==> src/rtl/multiword_add_seq.sv <==
// Sequential multi-word adder: one Kogge-Stone chunk of `width` bits is reused
// for `words` cycles, rippling the carry through a register between chunks.
module multiword_add_seq #(
   parameter int width = 22,
   parameter int words = 3
) (
   input  logic                     clk,
   input  logic                     rst,
   input  logic                     in_valid,
   output logic                     in_ready,
   input  logic [width*words-1:0]   A,
   input  logic [width*words-1:0]   B,
   input  logic                     cin,
   output logic                     out_valid,
   input  logic                     out_ready,
   output logic [width*words-1:0]   S,
   output logic                     cout,
   output logic                     busy
);

   localparam int TOTAL  = width * words;
   localparam int IDX_W  = $clog2(words + 1);
   localparam int LEVELS = (width > 1) ? $clog2(width) : 1;

   typedef enum logic [1:0] {
      IDLE,
      BUSY,
      DONE
   } state_t;

   state_t             state_q, state_d;
   logic [IDX_W-1:0]   idx_q, idx_d;
   logic [TOTAL-1:0]   a_q, a_d;
   logic [TOTAL-1:0]   b_q, b_d;
   logic [TOTAL-1:0]   s_q, s_d;
   logic               carry_q, carry_d;
   logic               cout_q, cout_d;
   logic               in_ready_q, in_ready_d;
   logic               out_valid_q, out_valid_d;
   logic               busy_q, busy_d;

   logic [width-1:0]   ks_a, ks_b, ks_sum;
   logic [width-1:0]   ks_prop, ks_g, ks_p, ks_g_n, ks_p_n;
   logic               ks_cin, ks_cout;

   assign ks_a   = a_q[width-1:0];
   assign ks_b   = b_q[width-1:0];
   assign ks_cin = carry_q;

   // Carry-in is folded into bit 0's generate so the prefix tree yields c[i+1] directly.
   always_comb begin
      ks_prop = ks_a ^ ks_b;
      ks_g    = ks_a & ks_b;
      ks_p    = ks_prop;
      ks_g_n  = '0;
      ks_p_n  = '0;
      ks_g[0] = ks_g[0] | (ks_p[0] & ks_cin);
      for (int l = 0; l < LEVELS; l++) begin
         ks_g_n = ks_g;
         ks_p_n = ks_p;
         for (int i = 0; i < width; i++) begin
            if (i >= (1 << l)) begin
               ks_g_n[i] = ks_g[i] | (ks_p[i] & ks_g[i - (1 << l)]);
               ks_p_n[i] = ks_p[i] & ks_p[i - (1 << l)];
            end
         end
         ks_g = ks_g_n;
         ks_p = ks_p_n;
      end
      ks_sum    = ks_prop;
      ks_sum[0] = ks_prop[0] ^ ks_cin;
      for (int i = 1; i < width; i++) begin
         ks_sum[i] = ks_prop[i] ^ ks_g[i-1];
      end
      ks_cout = ks_g[width-1];
   end

   // Operands shift down one chunk per BUSY cycle and sum chunks shift in from the top,
   // so after `words` steps chunk k of the result sits at chunk k of S. One extra BUSY
   // cycle (idx == words) commits the final carry to cout before entering DONE.
   always_comb begin
      state_d = state_q;
      idx_d   = idx_q;
      a_d     = a_q;
      b_d     = b_q;
      s_d     = s_q;
      carry_d = carry_q;
      cout_d  = cout_q;
      case (state_q)
         IDLE: begin
            if (in_valid && in_ready_q) begin
               a_d     = A;
               b_d     = B;
               carry_d = cin;
               idx_d   = '0;
               state_d = BUSY;
            end
         end
         BUSY: begin
            if (idx_q < IDX_W'(words)) begin
               s_d     = {ks_sum, s_q[TOTAL-1:width]};
               a_d     = a_q >> width;
               b_d     = b_q >> width;
               carry_d = ks_cout;
               idx_d   = idx_q + IDX_W'(1);
            end else begin
               cout_d  = carry_q;
               state_d = DONE;
            end
         end
         DONE: begin
            if (out_ready) begin
               state_d = IDLE;
            end
         end
         default: state_d = IDLE;
      endcase
      in_ready_d  = (state_d == IDLE);
      busy_d      = (state_d == BUSY);
      out_valid_d = (state_d == DONE);
   end

   always_ff @(posedge clk or posedge rst) begin
      if (rst) begin
         state_q     <= IDLE;
         idx_q       <= '0;
         a_q         <= '0;
         b_q         <= '0;
         s_q         <= '0;
         carry_q     <= 1'b0;
         cout_q      <= 1'b0;
         in_ready_q  <= 1'b1;
         out_valid_q <= 1'b0;
         busy_q      <= 1'b0;
      end else begin
         state_q     <= state_d;
         idx_q       <= idx_d;
         a_q         <= a_d;
         b_q         <= b_d;
         s_q         <= s_d;
         carry_q     <= carry_d;
         cout_q      <= cout_d;
         in_ready_q  <= in_ready_d;
         out_valid_q <= out_valid_d;
         busy_q      <= busy_d;
      end
   end

   assign in_ready  = in_ready_q;
   assign out_valid = out_valid_q;
   assign busy      = busy_q;
   assign S         = s_q;
   assign cout      = cout_q;

endmodule

==> config.mk <==
export PLATFORM = sky130hd
export DESIGN_NAME = multiword_add_seq
export DESIGN_NICKNAME = d
export VERILOG_FILES = /design/src/rtl/multiword_add_seq.sv
export SDC_FILE = /design/constraint.sdc
export NUM_CORES = 1
export LEC_CHECK = 0
export ABC_AREA = 1
export ABC_CLOCK_PERIOD_IN_PS = 6500
export BUFFER_PORTS_ARGS = -buffer_cell sky130_fd_sc_hd__buf_2
export CORE_MARGIN = 4
export CORE_UTILIZATION = 50
export DETAILED_ROUTE_END_ITERATION = 8
export HOLD_SLACK_MARGIN = 0.03
export PLACE_DENSITY = 0.85
export SLEW_MARGIN = 5
export SYNTH_ARGS = -nofsm -noshare
export SYNTH_HDL_FRONTEND = slang
export SYNTH_SLANG_ARGS = --single-unit
==> constraint.sdc <==
create_clock -name clk -period 6.5 [get_ports clk]
set_input_delay 1.3 -clock clk [delete_from_list [all_inputs] [get_ports clk]]
set_output_delay 1.3 -clock clk [all_outputs]
set_load 0.005 [all_outputs]
# After elaboration in Yosys (flattened, before gate mapping)
# Cells that the tools add are included.
# Widths: inputs -> output; s select.
[totals] ff_bits=207 in_bits=137 out_inout_bits=70 wordCells=284
[op_classes] n_addsub=1 magnitude_cmp=1 n_eq_ne=6 muxes=16 n_bitwise=243 reduce_logical=7
[op_table] cell="$mux 66" n=4
[op_table] cell="$pmux 66 s2" n=2
[op_table] cell="$and 1x1->1" n=138
[op_table] cell="$or 1x1->1" n=80
[op_table] cell="$and 22x22->22" n=1
[op_table] cell="$xor 1x1->1" n=22
[op_table] cell="$xor 22x22->22" n=1
[op_table] cell="$mux 2" n=5
[op_table] cell="$pmux 2 s3" n=1
[op_table] cell="$eq 2x1->1 const B" n=2
[op_table] cell="$eq 2x2->1 const B" n=2
[op_table] cell="$logic_not 2->1" n=2
[op_table] cell="$ne 2x2->1 const B" n=2
[op_table] cell="$pmux 2 s2" n=1
[op_table] cell="$reduce_and 2->1" n=2
[op_table] cell="$reduce_and 3->1" n=1
[op_table] cell="$add 2x1->2 const B" n=1
[op_table] cell="$lt 2x2->1 const B" n=1
[op_table] cell="$mux 1" n=2
[op_table] cell="$pmux 1 s2" n=1
[op_table] cell="$reduce_bool 2->1" n=1
[op_table] cell="$logic_and 1x1->1" n=1
[op_table] cell="$not 1->1" n=1

# Depth between registers and ports, before layout
[logic_depth] ltp_word=12 depth_mapped=12 ltp_nobuf=12

# Worst setup path after synthesis
# Ideal clock, no wire load.
[synth_path] path_type="input port to flip-flop" start="input port in_valid" end="register b_q[44]" t_arrival_ns=2.305 required_time_ns=6.379 slack_ns=4.074 path_stages=6 n_path_buf=2 cell_sequence="nand2_1 nor3_2 nor2_2 buf_2 buf_2 a22o_1"
[synth_via] elab_chain_cells=3
[synth_lines] item="start: declaration" line_no="9" text="input logic in_valid,"
[synth_lines] item="$logic_and 1x1->1" line_no="91" text="if (in_valid && in_ready_q) begin"
[synth_lines] item="$ne 2x2->1 (no line)"
[synth_lines] item="$reduce_and 3->1 (no line)"
[synth_lines] item="end signal: assignment" line_no="128" text="b_q <= '0;"
[synth_lines] item="end signal: assignment" line_no="139" text="b_q <= b_d;"
[synth_lines] item="end: declaration" line_no="34" text="logic [TOTAL-1:0] b_q, b_d;"
# No other way between the ends.
# A chain may end at the register's enable or synchronous reset.

# Final worst setup path
[layout_path] start="input port in_valid" end="register b_q[14]"
# The elaborated chain is that of the path after synthesis.

==> results.txt <==
The flow ran to the end, and the final reports show no timing, DRC or antenna violations. The half-perimeter wire length after placement is between 15 and 20 mm. The share of total power dissipated in combinational logic is 0.494.

Counting flops with an async set or reset pin after synthesis yields a share of 1.000. The cell with the most instances after synthesis is sky130_fd_sc_hd__nand2_1. After layout, the design draws a total of 7075 uW. Yosys mapped the design onto 33 distinct sky130hd cell types. The share of final-layout standard cells stronger than drive strength 1 is 0.1908. Data on the critical path arrives at its endpoint at 4.19 ns.

In this run the tightest slew margin relative to its limit is 0.2494. The via count of the routed design came out at ~8,600. The largest vdd supply drop came out at ~340 uV. The area of the die came out at around 22,000 um2. The fraction of met3 tracks used by global routing came out at 0.03924.

The total internal power came out at approximately 3900 uW. Clock-pin slew was measured on the worst setup and hold paths at 0.07 ns. The detailed-route vias per instance is 5.282. For met2 alone, demand over resource in global routing was 0.3691. The post-cts gate resize count came out at 0. The multi-input combinational cells in the finished layout cover a total of roughly 4000 um2. The CTS sink count came out at 207.

For this block, the initial DRC count from the detailed router was around 740. The global-route wire length before repair is between 40 and 50 mm. The routed wire length came out at between 20 and 30 mm. The number of rows in the core area came out at 50. Synthesis produced 1,176 cells. The share of total power dissipated in the clock network is 0.175.

The global routing met1 resource utilization is 0.3252. The number of hold buffers added after cts came out at 0. Traced cell by cell, the critical path runs through buf_2 -> nand2_1 -> nor3_4 -> buf_4 -> nor2_4 -> inv_4 -> buf_4 -> nor2_1 -> a31oi_1. The clock skew after layout is 0.02444 ns. The iteration count of the initial detailed-routing pass came out at 5. The largest net degree at the start of global routing is ~110. The category of the worst setup path capture point is a flip-flop. The post-synthesis sequential element count came out at about 210. The post-layout instance count excluding filler cells came out at approximately 1,600. Of the total power, the share spent switching nets is 0.4497. For this design the total switching power over the nets is about 3200 uW. The number of buffers added on ports is 206.

The number of antenna-violating nets in the routed design came out at 0. The fill cell instance count of the final layout came out at about 1,600. The average wire length per cell after detail routing came out at 15.58 um.

The number of primary I/O pins is around 210. The post-CTS repair timing setup buffer count is 0. The largest total area in the synthesized netlist belongs to sky130_fd_sc_hd__dfrtp_1. A synthesized cell averages around 8.3 um2. The clock reaches the later pin of the worst-skew pair after about 0.52 ns. The number of nets in the synthesized netlist is about 1,300. The number of CTS-inserted buffers came out at 22. The aggregate negative setup slack came out at 0 ns. The worst min-delay path class is reg -> reg. The share of total power dissipated in sequential elements is 0.331. By instance count, the cell type seen most on the critical path is sky130_fd_sc_hd__buf_4. The layer flagged by global routing as most heavily used is met2. The tree is rooted in a sky130_fd_sc_hd__clkbuf_16. For flop-to-flop paths, the worst setup slack is approximately 2.8 ns. The number of enable flip-flop cells after synthesis is 0. The overall die height is roughly 150 um. The worst hold path begins at S[12]$_DFFE_PP0P_. During synthesis, Yosys emitted a total of 0 warnings. Static timing analysis puts the maximum clock frequency at 0.2605 GHz.

The slew at the pin with the worst max-slew slack came out at between 1 and 1.5 ns. CTS built an H-tree with a depth of 1. The via count of the first global-routing pass is 8,349.

In this run the power density over the cells is 608.3 nW/um2. The area growth from synthesis to layout is 19.14%. The area of the core came out at 18,960 um2. After synthesis, the cell types taking the most area are sky130_fd_sc_hd__dfrtp_1 53%, sky130_fd_sc_hd__nand2_1 17%, sky130_fd_sc_hd__a31oi_1 5.6%, sky130_fd_sc_hd__nor2_1 4.5%, sky130_fd_sc_hd__a22o_1 3.8%. The number of failing hold endpoints at the final stage was 0. The final standard cell utilization of the core is 0.6135. The critical path's largest stage delay is roughly 0.9 ns. The worst-path cell with the longest stage delay is sky130_fd_sc_hd__nor2_4. The count of maximum capacitance violations is 0. The initial core utilization is 0.5150. The number of max-slew violations in the final report was 0. The type of the worst setup path is in -> reg. The cell area that synthesis handed to floorplanning was around 10000 um2. The detailed-route DRC error count is 0. The combined flip-flop and latch cell area is 5181 um2.

For this run the aggregate overflow at the end of global routing stands at 0. The dominant synthesized flop cell is sky130_fd_sc_hd__dfrtp_1. The final weighted congestion in routability-driven placement is 0.9071. The number of nets in the layout is 1,513. The most critical setup path has its startpoint at in_valid. Setup repair after global routing left no endpoint under its margin. The fraction of the cycle the final worst path needs came out at 0.5906. The maximum number of buffers from clock root to sink is 3. After detailed placement, the total cell area comes to ~11,000 um2. TritonCTS built the clock tree. The share of the Yosys chip area taken by registers is 0.5308. The maximum net fanout on the critical path is 108. The number of failing setup endpoints in the final timing report came out at 0.

In this run, placement finished with an instance count of roughly 1,600. The required time of the worst setup path came out at 6.85 ns. The horizontal die dimension is roughly 150 um. The post-route standard cell area excluding fillers is 11,630 um2. The portion of synthesized cell area occupied by the leading cell type came out at 0.5281. The final critical delay including setup and external delays is ~3.8 ns.

Counting instances in the post-synthesis netlist gives the leading cell types as 450 x sky130_fd_sc_hd__nand2_1, 206 x sky130_fd_sc_hd__dfrtp_1, 117 x sky130_fd_sc_hd__nor2_1. The kind of start point of the critical path is a primary input. In this run the critical register-to-register path is launched from state_q[0]$_DFF_PP0_. The total leakage power came out at between 0.006 and 0.007 uW.

The initial antenna violation count is 2. The combined global-route utilization of all metal layers came out at 0.2315.
flip-flops by register name (all words and copies together), names as in the netlist:
| signal | count |
|---|---|
| idx_q | 2 |
| cout | 1 |
| in_ready | 1 |
| b_q | 66 |
| a_q | 66 |
| state_q | 2 |
| out_valid | 1 |
| S | 66 |
| busy | 1 |
| carry_q | 1 |
cells in the final DEF, fill, tap and decap left out, types with 12 or more instances in the layout:
master,n
sky130_fd_sc_hd__clkbuf_16,22
sky130_fd_sc_hd__nand3_1,30
sky130_fd_sc_hd__ha_1,22
sky130_fd_sc_hd__a22o_1,42
sky130_fd_sc_hd__a31oi_1,88
sky130_fd_sc_hd__nand2_1,450
sky130_fd_sc_hd__a21oi_1,12
sky130_fd_sc_hd__nor2_1,117
sky130_fd_sc_hd__o21ai_0,29
sky130_fd_sc_hd__inv_1,71
sky130_fd_sc_hd__buf_2,206
sky130_fd_sc_hd__dfrtp_1,206
stage by stage:
stage / setup slack, ns / hold WS (ns)
finish: 2.661 / 0.4640
global route: 2.387 / 0.4994
CTS: 2.679 / 0.4682
detailed placement: 2.127 / 0.4538
global placement: 2.305 / 0.4479
floorplan: 2.515 / 0.4422
routing by layer:
layer  vias up  wire length [um]
met5         -                15
met3        68              1891
met2       372             11600
li1       4193                 -
met4         4               897
met1      3968             10980
kinds of logic after synthesis:
family          synth area share
flops                     0.5308
buf+inv                  0.05960
xor+xnor                0.006281
mux                     0.001153
simple gates              0.2522
compound gates            0.1177
fa+ha+maj                0.03230
power by group through the flow:
stage / sequential [uW] / clock (uW) / combinational [uW]
final: 2340 / 1240 / 3500
after global routing: 2400 / 1310 / 4030
after CTS: 2340 / 1250 / 3490
after detailed placement: 2350 / 0 / 3450
after global placement: 2340 / 0 / 3320
after floorplan: 2230 / 0 / 2630
final cells by class:
| class | count | area share |
|---|---|---|
| sequential | 207 | 0.4455 |
| clock buffer | 32 | 0.05401 |
| tap | 260 | 0.02797 |
| multi-input combinational | 831 | 0.3448 |
| timing repair buffer | 214 | 0.09381 |
| antenna | 1 | 0.0002152 |
| inverter | 76 | 0.02507 |
| clock inverter | 8 | 0.008607 |
worst paths after layout:
kind                                        to  depth (start not counted)
min in group asynchronous   a_q[6]$_DFFE_PP0P_                          2
setup / recovery           b_q[14]$_DFFE_PP0P_                          9
max in group asynchronous    S[63]$_DFFE_PP0P_                          3
hold reg to reg              S[12]$_DFFE_PP0P_                          2
hold / removal               S[12]$_DFFE_PP0P_                          2
setup reg to reg           b_q[14]$_DFFE_PP0P_                          9
critical path, delay by kind of cell:
family	cells	cell delay, ns
buf+inv	4	1.47
simple gates	4	1.27
compound gates	1	0.07
No activity file was read; power rests on OpenSTA's default activity.
